===== config.mk =====
export PLATFORM = sky130hd
export DESIGN_NAME = load_store_buffer
export DESIGN_NICKNAME = d
export VERILOG_FILES = /design/src/rtl/load_store_buffer.sv
export SDC_FILE = /design/constraint.sdc
export NUM_CORES = 1
export LEC_CHECK = 0
export CORE_ASPECT_RATIO = 1.2
export CORE_MARGIN = 10
export CORE_UTILIZATION = 54
export DETAILED_ROUTE_END_ITERATION = 6
export GPL_TIMING_DRIVEN = 0
export PLACE_DENSITY = 0.9
export SLEW_MARGIN = 25
export SYNTH_ARGS = -nofsm -noshare
export SYNTH_HDL_FRONTEND = slang
export SYNTH_SLANG_ARGS = --single-unit

===== constraint.sdc =====
create_clock -name clk -period 4.2 [get_ports clk]
set_input_delay 1.05 -clock clk [delete_from_list [all_inputs] [get_ports clk]]
set_output_delay 1.05 -clock clk [all_outputs]
set_load 0.01 [all_outputs]

===== src/rtl/load_store_buffer.sv =====
`default_nettype none
// ============================================================================
// load_store_buffer : in-order load/store queue with req/ack memory port and
//                     one-cycle CDB broadcast of load results
// Revision : 1.0
// ============================================================================
module load_store_buffer #(
  parameter int DEPTH  = 4,
  parameter int ADDR_W = 32,
  parameter int DATA_W = 32
) (
  input  logic                       clk,
  input  logic                       rst_n,
  input  logic                       flush,
  input  logic                       in_valid,
  output logic                       in_ready,
  input  logic [ADDR_W-1:0]          in_addr,
  input  logic                       in_is_load,
  input  logic [2:0]                 in_reg_number,
  input  logic [3:0]                 in_instruction_number,
  input  logic [DATA_W-1:0]          in_store_data,
  output logic                       mem_req,
  output logic                       mem_we,
  output logic [ADDR_W-1:0]          mem_addr,
  output logic [DATA_W-1:0]          mem_wdata,
  input  logic                       mem_ack,
  input  logic [DATA_W-1:0]          mem_rdata,
  output logic                       cdb_valid,
  output logic [3:0]                 cdb_instruction_number,
  output logic [2:0]                 cdb_reg_number,
  output logic [DATA_W-1:0]          cdb_value,
  output logic [$clog2(DEPTH):0]     occupancy
);

  localparam int                   c_ptr_w = $clog2(DEPTH);
  localparam int                   c_cnt_w = c_ptr_w + 1;
  localparam logic [c_cnt_w-1:0]   c_full  = c_cnt_w'(DEPTH);
  localparam logic [c_ptr_w-1:0]   c_ptr_one = c_ptr_w'(1);
  localparam logic [c_cnt_w-1:0]   c_cnt_one = c_cnt_w'(1);

  // One-hot so mem_req / cdb_valid come straight off a single flop
  localparam logic [2:0] c_idle  = 3'b001;
  localparam logic [2:0] c_issue = 3'b010;
  localparam logic [2:0] c_bcast = 3'b100;

  logic [ADDR_W-1:0] r_addr_q  [DEPTH];
  logic              r_load_q  [DEPTH];
  logic [2:0]        r_reg_q   [DEPTH];
  logic [3:0]        r_instr_q [DEPTH];
  logic [DATA_W-1:0] r_data_q  [DEPTH];

  logic [c_ptr_w-1:0] r_head;
  logic [c_ptr_w-1:0] r_tail;
  logic [c_cnt_w-1:0] r_count;
  logic [2:0]         r_state;
  logic [2:0]         w_state_nxt;

  logic              r_mem_we;
  logic [ADDR_W-1:0] r_mem_addr;
  logic [DATA_W-1:0] r_mem_wdata;
  logic [3:0]        r_cdb_instr;
  logic [2:0]        r_cdb_reg;
  logic [DATA_W-1:0] r_cdb_value;

  logic w_push;
  logic w_pop;
  logic w_issue;
  logic w_ack_load;

  assign in_ready   = (r_count != c_full);
  assign w_push     = in_valid && in_ready && !flush;
  assign w_issue    = (r_state == c_idle) && (r_count != '0) && !flush;
  assign w_ack_load = (r_state == c_issue) && mem_ack && !r_mem_we && !flush;
  assign w_pop      = !flush && (((r_state == c_issue) && mem_ack && r_mem_we) ||
                                 (r_state == c_bcast));

  always_ff @(posedge clk) begin
    if (w_push) begin
      r_addr_q[r_tail]  <= in_addr;
      r_load_q[r_tail]  <= in_is_load;
      r_reg_q[r_tail]   <= in_reg_number;
      r_instr_q[r_tail] <= in_instruction_number;
      r_data_q[r_tail]  <= in_store_data;
    end
  end

  always_ff @(posedge clk or negedge rst_n) begin
    if (!rst_n) begin
      r_head  <= '0;
      r_tail  <= '0;
      r_count <= '0;
    end else if (flush) begin
      r_head  <= '0;
      r_tail  <= '0;
      r_count <= '0;
    end else begin
      if (w_push) r_tail <= r_tail + c_ptr_one;
      if (w_pop)  r_head <= r_head + c_ptr_one;
      case ({w_push, w_pop})
        2'b10:   r_count <= r_count + c_cnt_one;
        2'b01:   r_count <= r_count - c_cnt_one;
        default: r_count <= r_count;
      endcase
    end
  end

  always_ff @(posedge clk or negedge rst_n) begin
    if (!rst_n) r_state <= c_idle;
    else        r_state <= w_state_nxt;
  end

  always_comb begin
    w_state_nxt = r_state;
    if (flush) begin
      w_state_nxt = c_idle;
    end else begin
      case (r_state)
        c_idle:  if (r_count != '0) w_state_nxt = c_issue;
        c_issue: if (mem_ack) w_state_nxt = r_mem_we ? c_idle : c_bcast;
        c_bcast: w_state_nxt = c_idle;
        default: w_state_nxt = c_idle;
      endcase
    end
  end

  always_comb begin
    mem_req   = r_state[1];
    cdb_valid = r_state[2];
  end

  // Request fields are captured once at issue and held through the wait states
  always_ff @(posedge clk or negedge rst_n) begin
    if (!rst_n) begin
      r_mem_we    <= 1'b0;
      r_mem_addr  <= '0;
      r_mem_wdata <= '0;
      r_cdb_instr <= '0;
      r_cdb_reg   <= '0;
      r_cdb_value <= '0;
    end else begin
      if (w_issue) begin
        r_mem_we    <= !r_load_q[r_head];
        r_mem_addr  <= r_addr_q[r_head];
        r_mem_wdata <= r_data_q[r_head];
      end
      if (w_ack_load) begin
        r_cdb_instr <= r_instr_q[r_head];
        r_cdb_reg   <= r_reg_q[r_head];
        r_cdb_value <= mem_rdata;
      end
    end
  end

  assign mem_we                 = r_mem_we;
  assign mem_addr               = r_mem_addr;
  assign mem_wdata              = r_mem_wdata;
  assign cdb_instruction_number = r_cdb_instr;
  assign cdb_reg_number         = r_cdb_reg;
  assign cdb_value              = r_cdb_value;
  assign occupancy              = r_count;

endmodule
`default_nettype wire


# After elaboration in Yosys (flattened, before gate mapping)
# Memory sizes are Yosys's and may differ from the RTL's. A register that Yosys moved wholly into a read port is not among the register bits.
# Cells that the tools add are included.
[word_totals]
reg_bits = 43
mem_bits_rw = 288
inputBits = 109
out_inout_bits = 110
n_memories = 5
[op_classes]
n_addsub = 4
eq_ne = 8
n_mux = 13
reduce_logical = 22
[mem_list]
columns = ["memory", "depth", "word_bits", "read_ports", "rd_clocked_by_memory_dff", "wr", "line_no", "source"]
rows = [
  ["r_addr_q", 4, 32, 1, 1, 1, "46", "logic [ADDR_W-1:0] r_addr_q [DEPTH];"],
  ["r_data_q", 4, 32, 1, 1, 1, "50", "logic [DATA_W-1:0] r_data_q [DEPTH];"],
  ["r_instr_q", 4, 4, 1, 1, 1, "49", "logic [3:0] r_instr_q [DEPTH];"],
  ["r_reg_q", 4, 3, 1, 1, 1, "48", "logic [2:0] r_reg_q [DEPTH];"],
  ["r_load_q", 4, 1, 1, 0, 1, "47", "logic r_load_q [DEPTH];"],
]
[op_table]
columns = ["op", "count"]
rows = [
  ["$mux W3", 5],
  ["$pmux W3 S2", 2],
  ["$logic_and A1 B1 Y1", 9],
  ["$mux W2", 4],
  ["$logic_not A1 Y1", 7],
  ["$ne A3 B3 Y1 const B", 2],
  ["$reduce_bool A3 Y1", 2],
  ["$add A2 B1 Y2 const B", 2],
  ["$reduce_bool A2 Y1", 2],
  ["$add A3 B1 Y3 const B", 1],
  ["$eq A3 B1 Y1 const B", 1],
  ["$eq A3 B2 Y1 const B", 1],
  ["$eq A3 B3 Y1 const B", 1],
  ["$ne A3 B2 Y1 const B", 1],
  ["$sub A3 B1 Y3 const B", 1],
  ["$eq A2 B1 Y1 const B", 1],
  ["$eq A2 B2 Y1 const B", 1],
  ["$mux W1", 2],
  ["$reduce_and A2 Y1", 1],
  ["$logic_or A1 B1 Y1", 1],
]

# Depth between registers and ports, before layout
[logic_depth]
depth_word = 8
mapped_depth = 8

# Least setup slack after synthesis
# Ideal clock, no wire load.
[synth_timing]
path_kind = "input port to flip-flop"
startpoint = "input port flush"
endpoint = "memory r_addr_q[0][0] (enable)"
setup_ns = 0.438
arrival_time_ns = 3.108
slack_ns = 0.654
stages = 3
n_path_buf = 1
path_cell_list = "clkbuf_1 nor2_1 and2_1"
[synth_between]
elab_chain_cells = 4
[synth_lines]
columns = ["item", "line_no", "source"]
rows = [
  ["from (decl)", "14", "input logic flush,"],
  ["$logic_not A1 Y1", "71", "assign w_push = in_valid && in_ready && !flush;"],
  ["$logic_and A1 B1 Y1", "71", ""],
  ["$mux W1", "78", "if (w_push) begin"],
  ["$mux W1 (not written as such)", "79", "r_addr_q[r_tail] <= in_addr;"],
  ["to (decl)", "46", ""],
]
# Every way passes these cells.

# Final worst setup path
[layout_timing]
startpoint = "register r_count[0] (netlist: occupancy[0])"
endpoint = "output port in_ready"
[layout_between]
elab_chain_cells = 1
[layout_lines]
columns = ["item", "line_no", "source"]
rows = [
  ["from (decl)", "54", "logic [c_cnt_w-1:0] r_count;"],
  ["from (signal assigned)", "100", "2'b10: r_count <= r_count + c_cnt_one;"],
  ["from (signal assigned)", "101", "2'b01: r_count <= r_count - c_cnt_one;"],
  ["from (signal assigned)", "102", "default: r_count <= r_count;"],
  ["$ne A3 B3 Y1", "70", "assign in_ready = (r_count != c_full);"],
  ["to (decl)", "16", "output logic in_ready,"],
]
# Every way passes these cells.

==> flow_summary.json <==
{
  "status": "finished, final reports clean",
  "grt_max_degree": 64,
  "setup_viol": 0,
  "cts_setup_buffers": 0,
  "start_util_pct": 54.9,
  "multi_input_area_um2": 3190,
  "place_hpwl_um": 20300,
  "cts_repair_resize_count": 0,
  "path_clk_slew_ns": 0.07,
  "clk-insertion-delay-late_ns": 0.51,
  "fillers": 1619,
  "io_buffers": 218,
  "numCtsBuffers": 38,
  "critical_path_required_ns": 3.15,
  "rsz0062_at_grt": "false",
  "cp_max_fo": 6,
  "syn_area_um2": 14900,
  "ios": 219,
  "drc": 0,
  "worstPathCellList": "or3b_1 -> buf_6 -> clkdlybuf4s50_1",
  "num_vias": 7285,
  "worstSetupPathType": "register to output pin",
  "regToRegSetupSlack_ns": 1.82,
  "dr_wl_met3_um": 2140,
  "arrival_ns": 1.98,
  "num_rows": 66,
  "hold_buffers": 0,
  "netlist_instances": 663,
  "routed.top_layer": "met5",
  "fmax_mhz": 330,
  "p_sw_share_pct": 23.0,
  "route.met2.wl_um": 16600,
  "seqPwrFrac_pct": 49.0,
  "ir_drop_v": 0.000374,
  "comb_power_share_pct": 17.4,
  "crit_start": "occupancy[0]",
  "p_int_mw": 7.89,
  "dieArea_um2": 34600,
  "drive_gt1_share_pct": 20.4,
  "grt_usage_pct": 17.9,
  "rr_endpoint": "r_data_q[0][18]",
  "drt-pass1-iter-count": 4,
  "clk_path_buf_depth": 3,
  "hold_class": "input pin to async pin",
  "worstMarginPinSlew_ns": 0.680,
  "relSlewSlack_pct": 54.6,
  "cts_root_buf": "clkbuf_16",
  "pwr-share-clk_pct": 33.6,
  "ys_async_sr_fraction_pct": 28.4,
  "viasPerCell": 5.62,
  "antenna_found_initial": 3,
  "synth_edf_count": 288,
  "r2r_start": "occupancy[0]",
  "p_per_area_nw_per_um2": 543,
  "ctsHtreeMaxLevel": 2,
  "routedWlPerCell_um": 23.9,
  "power.leakage_nw": 6.69,
  "grt_pass1_wl_um": 47300,
  "stdcell_area_um2": 18900,
  "dp_slack_ns": 0.857,
  "cp_slowest_stage_delay_ns": 0.47,
  "critPathTopFamily": "buffers and inverters",
  "layout_setup_ws_ns": 1.17,
  "synthToLayoutAreaGrowth_pct": 27.2,
  "min_period_ns": 3.03,
  "regArea_um2": 11500,
  "worstRegToRegCells": 6,
  "dpl_cell_area_um2": 17600,
  "cp_num_cells": 3,
  "cp-start-kind": "register",
  "slew_violations": 0,
  "ys_warn_count": 0,
  "syn_avg_cell_area_um2": 22.4,
  "endpoint": "in_ready",
  "hold_viol_final": 0,
  "die_x_um": 171,
  "p_sw_mw": 2.36,
  "synth_fp_nets": 777,
  "synth_seq_cells": 402,
  "grt_overflow": 0,
  "nets": 1040,
  "ys.flop_type": "edfxtp_1",
  "seq_area_frac_synth_pct": 77.4,
  "max_cap_viol_count": 0,
  "worst-path-buf-inv": 2,
  "ant_nets": 0,
  "wl_um": 31000,
  "m1WireLength_um": 11700,
  "cts_tree": "done",
  "die_h_um": 202,
  "synth.distinct_cells": 38,
  "grt_pass1_vias": 8191,
  "fin_crit_sh_pct": 72.2,
  "finalClockSkew_ns": 0.0183,
  "place.gp.congestion": 0.740,
  "drtIter0Drc": 547,
  "cts_sinks": 402,
  "crit_slowest_cell": "clkdlybuf4s50_1",
  "endpoint_kind": "output pin",
  "core_area_um2": 27100
}
area by class of cell:
class | instances | area share (%)
Antenna cell | 2 | 0.0265
Buffer | 29 | 0.841
Clock buffer | 58 | 6.09
Clock inverter | 11 | 0.682
Inverter | 5 | 0.0993
Multi-Input combinational cell | 227 | 16.9
Sequential cell | 402 | 60.9
Tap cell | 340 | 2.25
Timing Repair Buffer | 223 | 12.3
worst reg2reg max path, delay by kind of cell, from the launching register on:
| kind | cells | cell delay, ns |
|---|---|---|
| simple gates | 4 | 1.10 |
| buf+inv | 2 | 0.44 |
| flops | 1 | 0.47 |
stage by stage:
step / total power, mW / hold WS [ns] / setup TNS [ns] / std cells / utilization [%]
global placement: 6.83 / 0.467 / -686.62 / 1221 / 64.5
CTS: 10.4 / 0.471 / 0 / 1295 / 69.8
detailed placement: 6.91 / 0.478 / 0 / 1226 / 65.0
finish: 10.3 / 0.468 / 0 / 1297 / 69.8
global route: 10.7 / 0.478 / 0 / 1295 / 69.8
floorplan: 5.68 / 0.529 / 0 / 663 / -
synthesized netlist by cell type, types with 2 or more instances:
cell type	n	share of area (%)
dfrtp_1	113	19
nor3b_1	2	0.10
and2_1	4	0.17
nand3_1	2	0.067
clkbuf_1	6	0.15
nand2b_1	4	0.17
mux2_1	74	5.6
mux2_2	30	2.3
a21oi_1	3	0.10
xnor2_1	3	0.18
nor2_1	9	0.23
nor2b_1	3	0.13
buf_2	13	0.44
edfxtp_1	288	58
buf_1	2	0.051
mux4_2	72	11
inv_2	2	0.051
buf_4	7	0.35
inv_1	3	0.076
nand2_1	2	0.051
ha_1	4	0.34
state kept, by name (all words and copies together) (netlist names), 4 cells and up:
| name | cells |
|---|---|
| mem_addr | 32 |
| r_reg_q | 12 |
| cdb_instruction_number | 4 |
| r_data_q | 128 |
| cdb_value | 32 |
| mem_wdata | 32 |
| r_instr_q | 16 |
| r_addr_q | 128 |
| r_load_q | 4 |
worst min path at each step:
| stage | startpoint | endpoint | slack [ns] |
|---|---|---|---|
| global route | rst_n | mem_addr[9] | 0.48 |
| floorplan | mem_addr[0] | mem_addr[0] | 0.53 |
| global placement | mem_wdata[5] | mem_wdata[5] | 0.47 |
| detailed placement | mem_wdata[18] | mem_wdata[18] | 0.48 |
| finish | rst_n | mem_addr[9] | 0.47 |
| CTS | rst_n | mem_addr[9] | 0.47 |
power by group through the flow:
stage,clock [mW],sequential [mW],combinational [mW]
finish,3.45,5.03,1.78
CTS,3.51,5.04,1.82
global route,3.68,5.08,1.90
floorplan,0,5.23,0.452
global placement,0,5.10,1.73
detailed placement,0,5.10,1.80
per-layer routing:
layer / vias to the layer above / track usage [%]
met4: 2 / 4.20
met1: 3794 / 20.7
met2: 252 / 32.3
met5: - / 0
li1: 3194 / -
met3: 43 / 4.78
cell families after synthesis:
| logic type | after synthesis | share of synthesized area [%] |
|---|---|---|
| fa+ha+maj | 5 | 0.471 |
| compound gates | 9 | 0.572 |
| buf+inv | 34 | 1.20 |
| flops | 402 | 77.4 |
| mux | 178 | 19.0 |
| xor+xnor | 4 | 0.236 |
| simple gates | 31 | 1.19 |
cell usage in the layout (no fill, tap or decap), types with 4 or more instances in the layout:
cell / instances
dfrtp_1: 113
clkbuf_16: 42
nor2_1: 9
nand2b_1: 4
clkbuf_1: 18
edfxtp_1: 288
mux4_2: 72
mux2_2: 30
buf_16: 4
buf_2: 13
buf_4: 7
clkinv_1: 4
mux2_1: 74
ha_1: 4
and2_4: 4
clkbuf_8: 4
clkdlybuf4s50_1: 217
No activity file was read; power rests on OpenSTA's default activity.
